File: src/rtl/serial_word_collector_if.sv
// rtl/serial_word_collector_if.sv - serial input and word output handshake bundle for serial_word_collector
interface serial_word_collector_if #(
    parameter int n = 4
) ();
    logic         sin;
    logic         sin_en;
    logic [n-1:0] dout;
    logic         dout_valid;
    logic         dout_ready;
    logic         busy;
    logic         perr;
    logic         ovf;
    logic [1:0]   count;

    modport master (
        output sin, sin_en, dout_ready,
        input  dout, dout_valid, busy, perr, ovf, count
    );

    modport slave (
        input  sin, sin_en, dout_ready,
        output dout, dout_valid, busy, perr, ovf, count
    );
endinterface

File: src/rtl/serial_word_collector.sv
// rtl/serial_word_collector.sv - deframes start/data/even-parity serial frames into a 2-entry word buffer
module serial_word_collector #(
    parameter int n = 4
) (
    input  logic                  clk,
    input  logic                  rst,
    serial_word_collector_if.slave bus
);
    localparam int CW = $clog2(n);

    typedef enum logic [1:0] {IDLE, DATA, PARITY} state_t;

    state_t        state;
    logic [CW-1:0] bitcnt;
    logic [n-1:0]  shreg;
    logic [n-1:0]  head;
    logic [n-1:0]  tail;
    logic [1:0]    count;
    logic          perr;
    logic          ovf;

    logic parity_bit;
    logic push;
    logic pop;

    assign parity_bit = bus.sin_en && (state == PARITY);
    assign push       = parity_bit && !(^shreg ^ bus.sin);
    assign pop        = (count != 2'd0) && bus.dout_ready;

    assign bus.dout       = head;
    assign bus.dout_valid = (count != 2'd0);
    assign bus.busy       = (state != IDLE);
    assign bus.perr       = perr;
    assign bus.ovf        = ovf;
    assign bus.count      = count;

    always_ff @(posedge clk or negedge rst) begin
        if (!rst) begin
            state  <= IDLE;
            bitcnt <= '0;
            shreg  <= '0;
            perr   <= 1'b0;
        end else begin
            perr <= 1'b0;
            if (bus.sin_en) begin
                case (state)
                    IDLE: begin
                        if (bus.sin) begin
                            state  <= DATA;
                            bitcnt <= '0;
                        end
                    end
                    DATA: begin
                        shreg  <= {shreg[n-2:0], bus.sin};
                        bitcnt <= bitcnt + 1'b1;
                        if (bitcnt == CW'(n - 1)) state <= PARITY;
                    end
                    PARITY: begin
                        state  <= IDLE;
                        bitcnt <= '0;
                        perr   <= ^shreg ^ bus.sin;
                    end
                    default: state <= IDLE;
                endcase
            end
        end
    end

    // head always holds the oldest word; it is only overwritten by a push into an empty slot or a shift-up
    always_ff @(posedge clk or negedge rst) begin
        if (!rst) begin
            head  <= '0;
            tail  <= '0;
            count <= 2'd0;
            ovf   <= 1'b0;
        end else begin
            ovf <= 1'b0;
            case ({push, pop})
                2'b01: begin
                    if (count == 2'd2) head <= tail;
                    count <= count - 2'd1;
                end
                2'b10: begin
                    if (count == 2'd2) begin
                        ovf <= 1'b1;
                    end else begin
                        if (count == 2'd0) head <= shreg;
                        else               tail <= shreg;
                        count <= count + 2'd1;
                    end
                end
                2'b11: begin
                    if (count == 2'd1) begin
                        head <= shreg;
                    end else begin
                        head <= tail;
                        tail <= shreg;
                    end
                end
                default: ;
            endcase
        end
    end
endmodule

File: src/flat_wrapper.sv
// flat-port wrapper written by rule: the top's interface ports become plain ports
module serial_word_collector_flat 
#(
    parameter int n = 4
)
  (clk, rst, bus_sin, bus_sin_en, bus_dout_ready, bus_dout, bus_dout_valid, bus_busy, bus_perr, bus_ovf, bus_count);
  serial_word_collector_if #(.n(n)) bus_i ();
  input  logic clk;
  input  logic rst;
  input wire logic [$bits(bus_i.sin)-1:0] bus_sin;
  input wire logic [$bits(bus_i.sin_en)-1:0] bus_sin_en;
  input wire logic [$bits(bus_i.dout_ready)-1:0] bus_dout_ready;
  output wire logic [$bits(bus_i.dout)-1:0] bus_dout;
  output wire logic [$bits(bus_i.dout_valid)-1:0] bus_dout_valid;
  output wire logic [$bits(bus_i.busy)-1:0] bus_busy;
  output wire logic [$bits(bus_i.perr)-1:0] bus_perr;
  output wire logic [$bits(bus_i.ovf)-1:0] bus_ovf;
  output wire logic [$bits(bus_i.count)-1:0] bus_count;
  assign bus_i.sin = bus_sin;
  assign bus_i.sin_en = bus_sin_en;
  assign bus_i.dout_ready = bus_dout_ready;
  assign bus_dout = bus_i.dout;
  assign bus_dout_valid = bus_i.dout_valid;
  assign bus_busy = bus_i.busy;
  assign bus_perr = bus_i.perr;
  assign bus_ovf = bus_i.ovf;
  assign bus_count = bus_i.count;
  serial_word_collector #(.n(n)) u_core (.clk(clk), .rst(rst), .bus(bus_i));
endmodule
File: config.mk
export PLATFORM = sky130hd
export DESIGN_NAME = serial_word_collector_flat
export DESIGN_NICKNAME = d
export VERILOG_FILES = /design/src/rtl/serial_word_collector_if.sv /design/src/rtl/serial_word_collector.sv /design/src/flat_wrapper.sv
export SDC_FILE = /design/constraint.sdc
export NUM_CORES = 1
export LEC_CHECK = 0
export BUFFER_PORTS_ARGS = -buffer_cell sky130_fd_sc_hd__buf_2
export CORE_AREA = 2 2 53 50
export CTS_BUF_LIST = sky130_fd_sc_hd__clkbuf_4 sky130_fd_sc_hd__clkbuf_8
export DETAILED_ROUTE_END_ITERATION = 8
export DIE_AREA = 0 0 55 52
export GPL_TIMING_DRIVEN = 0
export PLACE_DENSITY = 0.76
export SKIP_CTS_REPAIR_TIMING = 1
export SLEW_MARGIN = 20
export SYNTH_ARGS = -nofsm -noshare
export SYNTH_HDL_FRONTEND = slang
export SYNTH_SLANG_ARGS = --single-unit
File: constraint.sdc
create_clock -name clk -period 2.2 [get_ports clk]
set_input_delay 0.44 -clock clk [delete_from_list [all_inputs] [get_ports clk]]
set_output_delay 0.44 -clock clk [all_outputs]
set_load 0.1 [all_outputs]
==> qor.yml <==
run_status:
  status: "finished, final reports clean"
routing:
  vias: 695
  ant_nets: 0
  via_per_inst: 5.226
  drt_pass1_iterations: 4
  wl_um: 1736
  wl_per_cell_um: 13.05
  drc_errors: 0
  drtIter0Drc: 8
timing:
  worst_pin_slew_ns: 0.4847
  finalCritPeriodShare: 0.9368
  setup_violations: 0
  hold_viol_final: 0
  rsz0062_at_grt: "false"
  maxSlewViolCount: 0
  fin_crit_ns: 2.061
  fmax_mhz: 485.2
  finalSetupTns_ns: 0
  slew_headroom: 0.6791
  finClkSkew_ns: 0.007520
cts:
  h-tree-depth: 1
  cts_tree: "done"
  cts_sinks: 20
  cts_made_buffers: 3
  cts.path.max_buffers: 2
  clkTransAtPathRegs_ns: 0.12
  worstSkewPairLatency_ns: 0.30
  root_buffer: "clkbuf_4"
yosys:
  yosys_warnings: 0
  ys.flop_type: "dfrtp_1"
  ys_types: 26
  synthesis.nets: 96
  synth_simple_gate_area_frac: 0.1280
  synth_top_area_cell: "dfrtp_1"
  synth_fa_ha_area_frac: 0.04739
  synthCells: 87
  synth.area.mux_share: 0.1991
  synth-seq-cells: 20
  yosysMostFrequentCell: "dfrtp_1"
  netlist_top_cells_area: "dfrtp_1, mux2_2, ha_1"
  synth_edf_count: 0
  synthArstFlopShare: 1.000
  syn_area_um2: 1056
  synth_compound_area_frac: 0.08175
  synth-xor-area-share: 0.05569
  avgSynthCellArea_um2: 12.14
  ys_seq_area_frac: 0.4739
  synth_common_cells: "dfrtp_1, mux2_2, o21ai_0"
  yosysTopAreaCellShare: 0.4739
  synth_top_family_by_area: "multiplexers"
die:
  core_um2: 2340
  num_rows: 17
  die_area_um2: 2860
  io-pin-count: 15
  fp.dieW_um: 55
  initial_core_util: 0.4513
  die_y_um: 52
global_route:
  antenna_found_initial: 0
  grt_pass1_wl_um: 2973
  grt_util_all_layers: 0.1493
  gr-total-overflow: 0
  first_global_vias: 674
  grt_start_max_net_pins: 21
setup_path:
  ff2ff_setup_slack_ns: 0.16
  start_kind: "flip-flop"
  reg2regPathDepth: 5
  worstSetupPathType: "flip-flop to primary output"
  timing.rr.end: "u_core.bus.dout[0]"
  cp.arrival_ns: 1.62
  crit_path_max_fanout: 3
  r2r-start: "u_core.shreg[3]"
  worst_ep_required_time_ns: 1.76
  crit_path_end_kind: "primary output"
layout:
  drive_gt1_frac: 0.4571
  diodes: 0
  nets: 115
  syn2layout_area_growth_pct: 16.71
  fillerInstances: 203
place:
  dp_hpwl_um: 1335
  portBuffers: 14
  gp_congestion: 0.7088
min_path:
  hold_path_class: "primary input to asynchronous set/reset pin"
flow_run:
  cap_viol_max_count: 0
## flip-flops by register name, summed over array words and instances, names as in the netlist
signal and flops:
u_core.bus.dout 4, u_core.shreg 4, u_core.tail 4, u_core.bitcnt 2, u_core.bus.count 2, u_core.state 2
u_core.bus.ovf 1, u_core.bus.perr 1
## metal layers
| layer | part of all wire | vias up | global-route usage |
|---|---|---|---|
| li1 | - | 346 | - |
| met1 | 0.46 | 334 | 0.2015 |
| met2 | 0.49 | 13 | 0.2282 |
| met3 | 0.041 | 2 | 0.06034 |
| met4 | 0.0052 | 0 | 0.02439 |
| met5 | 0 | - | 0 |
## cell usage in the layout (no fill, tap or decap), types with 2 or more instances in the layout
master	netlist	routed
a21oi_1	2	2
a22o_1	3	3
buf_2	0	14
clkbuf_4	0	3
dfrtp_1	20	18
dfrtp_4	0	2
ha_1	4	4
inv_1	4	3
mux2_2	16	16
mux2i_1	3	3
nand2_1	4	4
nand2_2	2	2
nand3_1	4	4
nor2_1	3	3
o21ai_0	5	5
xnor2_1	3	3
## through the flow
stage               area [um^2]  cells  hold WS, ns    util  setup WS, ns
floorplan                  1075     87       0.1444       -      0.009560
global placement           1180    129       0.4113  0.5043       0.06453
detailed placement         1180    129       0.4151  0.5043       0.04222
CTS                        1232    133      0.07180  0.5267        0.1093
global route               1232    133      0.07438  0.5267       0.03664
finish                     1232    133      0.06243  0.5267        0.1391
## layout make-up
| type | count | area [um^2] | share of cell area |
|---|---|---|---|
| flip-flops and latches | 20 | 508.0 | 0.4122 |
| clock inverters | 1 | 30.03 | 0.02437 |
| inverters | 4 | 18.77 | 0.01523 |
| repair buffers | 14 | 70.07 | 0.05685 |
| well taps | 28 | 35.03 | 0.02843 |
| clock buffers | 3 | 22.52 | 0.01827 |
| multi-input cells | 63 | 548.0 | 0.4447 |
## cell families after synthesis
logic type,Yosys count
XOR/XNOR,5
multiplexers,19
adder cells (fa/ha/maj),4
flip-flops,20
buffers and inverters,4
AND/OR/NAND/NOR,22
AO/OA/AOI/OAI,13
## worst max-delay path by stage
| stage | startpoint | end | slack [ns] | cells past startpoint |
|---|---|---|---|---|
| floorplan | u_core.bus.count[0] | u_core.bus.dout[0] | 0.01 | 6 |
| global route | u_core.bus.count[0] | bus_dout_valid | 0.04 | 4 |
| global placement | bus_sin | u_core.bus.dout[0] | 0.06 | 6 |
| detailed placement | bus_sin | u_core.bus.dout[3] | 0.04 | 6 |
| finish | u_core.bus.count[0] | bus_dout_valid | 0.14 | 4 |
| CTS | u_core.bus.count[0] | bus_dout_valid | 0.11 | 4 |
## critical path, cell delays in order, from the launching register on
cell and delay, ns:
dfrtp_4 0.50, inv_1 0.11, ha_1 0.25, clkinvlp_4 0.15, buf_2 0.31
Power is left out: the tool's default activity adds up to more than one toggle a clock period on the data nets, which glitch-free logic cannot reach.
